===== config.mk =====
export PLATFORM = sky130hd
export DESIGN_NAME = hazard_tnew_pipe
export DESIGN_NICKNAME = d
export VERILOG_FILES = /design/src/rtl/hazard_pkg.sv /design/src/rtl/hazard_stage_reg.sv /design/src/rtl/hazard_tnew_pipe.sv
export SDC_FILE = /design/constraint.sdc
export NUM_CORES = 1
export LEC_CHECK = 0
export CORE_ASPECT_RATIO = 0.75
export CORE_MARGIN = 4
export CORE_UTILIZATION = 48
export CTS_CLUSTER_SIZE = 8
export DETAILED_ROUTE_END_ITERATION = 10
export GPL_TIMING_DRIVEN = 0
export PLACE_DENSITY = 0.9
export SLEW_MARGIN = 30
export SYNTH_ARGS = -nofsm -noshare
export SYNTH_HDL_FRONTEND = slang
export SYNTH_SLANG_ARGS = --single-unit
export TNS_END_PERCENT = 100

===== constraint.sdc =====
create_clock -name clk -period 4.7 [get_ports clk]
set_clock_uncertainty 0.1 [all_clocks]
set_input_delay 1.41 -clock clk [delete_from_list [all_inputs] [get_ports clk]]
set_output_delay 1.41 -clock clk [all_outputs]
set_load 0.01 [all_outputs]

===== src/rtl/hazard_pkg.sv =====
// Shared encodings and helpers for the Tnew-based hazard pipeline.
// Forward-select codes, register/Tnew widths and the saturating Tnew decrement.
package hazard_pkg;

  localparam int A_W = 5;
  localparam int T_W = 2;

  typedef enum logic [1:0] {
    FWD_REG = 2'd0,
    FWD_E   = 2'd1,
    FWD_M   = 2'd2,
    FWD_W   = 2'd3
  } fwd_e;

  localparam logic [T_W-1:0] TNEW_0 = T_W'(0);
  localparam logic [T_W-1:0] TNEW_1 = T_W'(1);
  localparam logic [T_W-1:0] TNEW_2 = T_W'(2);

  // Tnew counts down one per stage and stops at zero; it never wraps.
  function automatic logic [T_W-1:0] sat_dec(input logic [T_W-1:0] t);
    return (t == TNEW_0) ? TNEW_0 : t - TNEW_1;
  endfunction

endpackage


===== src/rtl/hazard_stage_reg.sv =====
// One pipeline slot holding a destination register and its remaining Tnew.
// A bubble clears the slot; DEC selects whether Tnew is decremented on entry.
module hazard_stage_reg
  import hazard_pkg::*;
#(
  parameter int A_W = hazard_pkg::A_W,
  parameter int T_W = hazard_pkg::T_W,
  parameter bit DEC = 1'b1
) (
  input  logic           clk,
  input  logic           reset,
  input  logic           bubble,
  input  logic [A_W-1:0] src_a3,
  input  logic [T_W-1:0] src_tnew,
  output logic [A_W-1:0] a3,
  output logic [T_W-1:0] tnew
);

  // NOTE: non-blocking assignments let every stage sample its predecessor's
  // pre-edge value, so the pipeline shifts by exactly one slot per clock.
  always_ff @(posedge clk) begin
    if (reset || bubble) begin
      a3   <= '0;
      tnew <= '0;
    end else begin
      a3   <= src_a3;
      tnew <= DEC ? sat_dec(src_tnew) : src_tnew;
    end
  end

endmodule


===== src/rtl/hazard_tnew_pipe.sv =====
// Producer side of the hazard protocol: carries (a3, Tnew) through E/M/W and
// derives the D- and E-stage forwarding selects, youngest producer first.
module hazard_tnew_pipe
  import hazard_pkg::*;
#(
  parameter int A_W = hazard_pkg::A_W,
  parameter int T_W = hazard_pkg::T_W
) (
  input  logic           clk,
  input  logic           reset,
  input  logic           stall,
  input  logic [A_W-1:0] D_a1,
  input  logic [A_W-1:0] D_a2,
  input  logic [A_W-1:0] D_a3,
  input  logic [T_W-1:0] D_Tnew,
  output logic [A_W-1:0] E_a1,
  output logic [A_W-1:0] E_a2,
  output logic [A_W-1:0] E_a3,
  output logic [T_W-1:0] E_Tnew,
  output logic [A_W-1:0] M_a3,
  output logic [T_W-1:0] M_Tnew,
  output logic [A_W-1:0] W_a3,
  output logic [T_W-1:0] W_Tnew,
  output logic [1:0]     D_fwd1,
  output logic [1:0]     D_fwd2,
  output logic [1:0]     E_fwd1,
  output logic [1:0]     E_fwd2
);

  // E takes D's Tnew as-is; the decrement happens on the way into M and W.
  hazard_stage_reg #(.A_W(A_W), .T_W(T_W), .DEC(1'b0)) u_e (
    .clk(clk), .reset(reset), .bubble(stall),
    .src_a3(D_a3), .src_tnew(D_Tnew), .a3(E_a3), .tnew(E_Tnew)
  );

  hazard_stage_reg #(.A_W(A_W), .T_W(T_W), .DEC(1'b1)) u_m (
    .clk(clk), .reset(reset), .bubble(1'b0),
    .src_a3(E_a3), .src_tnew(E_Tnew), .a3(M_a3), .tnew(M_Tnew)
  );

  hazard_stage_reg #(.A_W(A_W), .T_W(T_W), .DEC(1'b1)) u_w (
    .clk(clk), .reset(reset), .bubble(1'b0),
    .src_a3(M_a3), .src_tnew(M_Tnew), .a3(W_a3), .tnew(W_Tnew)
  );

  always_ff @(posedge clk) begin
    if (reset || stall) begin
      E_a1 <= '0;
      E_a2 <= '0;
    end else begin
      E_a1 <= D_a1;
      E_a2 <= D_a2;
    end
  end

  // A matching stage with Tnew != 0 stops the search: the value is not ready
  // and an older copy of the register would be stale.
  function automatic fwd_e select(
    input logic [A_W-1:0] addr,
    input logic           use_e,
    input logic [A_W-1:0] e_a3,
    input logic [T_W-1:0] e_tnew,
    input logic [A_W-1:0] m_a3,
    input logic [T_W-1:0] m_tnew,
    input logic [A_W-1:0] w_a3
  );
    fwd_e sel;
    sel = FWD_REG;
    if (addr != '0) begin
      if (use_e && addr == e_a3) begin
        sel = (e_tnew == '0) ? FWD_E : FWD_REG;
      end else if (addr == m_a3) begin
        sel = (m_tnew == '0) ? FWD_M : FWD_REG;
      end else if (addr == w_a3) begin
        sel = FWD_W;
      end
    end
    return sel;
  endfunction

  fwd_e d_sel1, d_sel2, e_sel1, e_sel2;

  always_comb begin
    // NOTE: every output of this block is assigned first so no path can
    // leave a value held over, which would infer a latch.
    d_sel1 = FWD_REG;
    d_sel2 = FWD_REG;
    e_sel1 = FWD_REG;
    e_sel2 = FWD_REG;
    d_sel1 = select(D_a1, 1'b1, E_a3, E_Tnew, M_a3, M_Tnew, W_a3);
    d_sel2 = select(D_a2, 1'b1, E_a3, E_Tnew, M_a3, M_Tnew, W_a3);
    e_sel1 = select(E_a1, 1'b0, E_a3, E_Tnew, M_a3, M_Tnew, W_a3);
    e_sel2 = select(E_a2, 1'b0, E_a3, E_Tnew, M_a3, M_Tnew, W_a3);
  end

  assign D_fwd1 = d_sel1;
  assign D_fwd2 = d_sel2;
  assign E_fwd1 = e_sel1;
  assign E_fwd2 = e_sel2;

endmodule


==> flow_summary.toml <==
[clocking]
cts_buffer_depth = 2
numCtsBuffers = 5
root_buffer = "clkbuf_8"
cts_setup_buffers = 0
clk_pin_slew_ps = 60
insertion_delay_ps = 280
clock-sinks = 31
ctsHtreeMaxLevel = 2
cts_tree = "yes"

[yosys]
synthArstFlopShare = 0
synthesis.area_um2 = 1640
synth_fa_ha_area_frac = 0.0153
yosysMostFrequentCell = "dfxtp_1"
synth_xor_area_frac = 0.268
synth_compound_area_frac = 0.0842
synth.avg_cell_area_um2 = 9.24
muxShareOfSynthArea = 0
synth_seq_cells = 31
yosysWarningCount = 0
synth_top_family_by_area = "XOR/XNOR gates"
yosysTopAreaCell = "dfxtp_1"
synth.top_cell.area_share = 0.379
synth-edff-count = 0
ys.flop_type = "dfxtp_1"
syn_inst = 177
synth_commonest_cells = "dfxtp_1 (31), xnor2_1 (30), xor2_1 (20)"
synth_simple_gate_area_frac = 0.217
syn_nets = 199
synth_area_leaders = "dfxtp_1 (38%), xnor2_1 (16%), xor2_1 (11%)"
yosysUniqueCellTypes = 25
synth_seq_area_share = 0.379

[cells_and_area]
drive_gt1_frac = 0.0753
diodes = 0
post-route-util = 0.704
nNetsFinal = 262
design_area_um2 = 2310
area_growth_pct = 41.5

[routing]
ant_nets = 0
via_per_inst = 5.01
wl_um = 4070
wl_per_cell_um = 14.6
drcViolationCount = 0
drt_iter0_markers = 27
vias = 1397
detail_route.first_pass.iterations = 4

[critical_path]
crit_required_ps = 3190
critPathKind = "input pin to output port"
crit_path_end_kind = "output port"
path_max_fanout = 5
critical_path_arrival_ps = 3140
cp-start-kind = "input pin"

[place]
post-dp-hpwl_um = 3190
placed_cell_area_um2 = 2250
gp_congestion = 0.800
io_buffers = 56

[floorplan]
io_pins = 59
core_region_area_um2 = 3290
rows = 18
die_w_um = 75.4
fp.dieH_um = 58.6
initial_core_util = 0.497
dieArea_um2 = 4410

[timing]
timing.fmax_mhz = 215
fin_crit_ps = 4650
finalCritPeriodShare = 0.989
rsz0062_at_grt = "false"
fin_hold_ws_ps = 346
relSlewSlack = 0.700
maxSlewViolCount = 0
final_hold_viol_count = 0
tightestPinTransition_ps = 449
setup_violations = 0

[status]
outcome = "finished clean"

[grt]
grt_use_total = 0.199
grt_pass1_vias = 1385
grt_pass1_wl_um = 6350
grt_overflow = 0
antenna_found_initial = 0
grt_max_degree = 11

[power]
cellLeakagePower_nw = 0.950
p_per_area_nw_per_um2 = 257
ir_drop_mv = 0.210

[min_path]
min_path_type = "flop to flop"

[job]
cap_violations = 0
## state kept, by name (all words and copies together), names as in the netlist
name,flops
u_m.tnew,2
u_w.a3,5
u_e.a3,5
u_e.tnew,2
u_m.a3,5
u_w.tnew,2
E_a2,5
E_a1,5
## per-layer routing
metal | part of all wire | global-route usage | vias to the layer above
met5 | 0 | 0 | -
met4 | 0.015 | 0.0848 | 0
met3 | 0.077 | 0.0546 | 8
met2 | 0.47 | 0.322 | 50
met1 | 0.44 | 0.247 | 638
li1 | - | - | 701
## logic make-up after synthesis
kind of cell / after synthesis
fa+ha+maj: 2
compound gates: 18
simple gates: 62
xor+xnor: 50
buf+inv: 14
flops: 31
## critical path, cell delays in order
cell and delay [ps]:
dlygate4sd2_1 320, or4_1 530, or2_0 230, o21ai_2 80, o21ai_1 70, clkdlybuf4s50_1 490
## metrics by stage
stage | total power, mW | TNS, ps | setup slack, ps | instances
after floorplan | 0.356 | 0 | 798 | 177
after global placement | 0.416 | -639 | -175 | 273
after detailed placement | 0.420 | -724 | -190 | 273
after CTS | 0.600 | 0 | 45.7 | 279
after global routing | 0.623 | 0 | 3.97 | 279
final | 0.595 | 0 | 51.4 | 279
## layout by cell type (no fill, tap or decap), types with 4 or more instances in the layout
cell type	count
xnor2_1	30
clkbuf_8	5
nor2_1	5
dlygate4sd2_1	7
nand3_1	6
clkbuf_1	5
buf_2	5
clkdlybuf4s50_1	46
and2_1	17
inv_1	5
dfxtp_1	31
nand2_1	6
nor3_1	8
nor2b_1	10
xor2_1	20
o21ai_0	4
or3_1	4
## path summary, 6_finish.rpt
path                                        startpoint                endpoint  slack [ps]  cells past startpoint
worst min-delay path            u_m.tnew[0]$_SDFF_PP0_  u_w.tnew[0]$_SDFF_PP0_         350                      1
worst min register to register  u_m.tnew[0]$_SDFF_PP0_  u_w.tnew[0]$_SDFF_PP0_         350                      1
worst max-delay path                           D_a1[4]               D_fwd1[0]          50                      6
worst max register to register  u_m.tnew[0]$_SDFF_PP0_  u_w.tnew[1]$_SDFF_PP0_        3660                      3
## report_power, final
| group | internal [mW] | switching [mW] |
|---|---|---|
| registers | 0.272 | 0.0108 |
| clock network | 0.0982 | 0.0852 |
| logic | 0.0712 | 0.0573 |
## final cells by class
class	count	area, um2
tap	40	50.0
fill	274	973
sequential	31	621
timing repair buffer	56	557
multi-input combinational	132	956
clock buffer	6	72.6
inverter	5	18.8
buffer	9	40.0
## repair_timing
action | 4_1_cts | 5_1_grt
hold buffers | 0 | 0
cloned | 0 | 0
endpoints found under the hold margin | 0 | 0
pin swaps | 0 | 1
gates resized for setup | 8 | 3
endpoints found under the setup margin | 4 | 2
(Power assumes the default switching activity.)
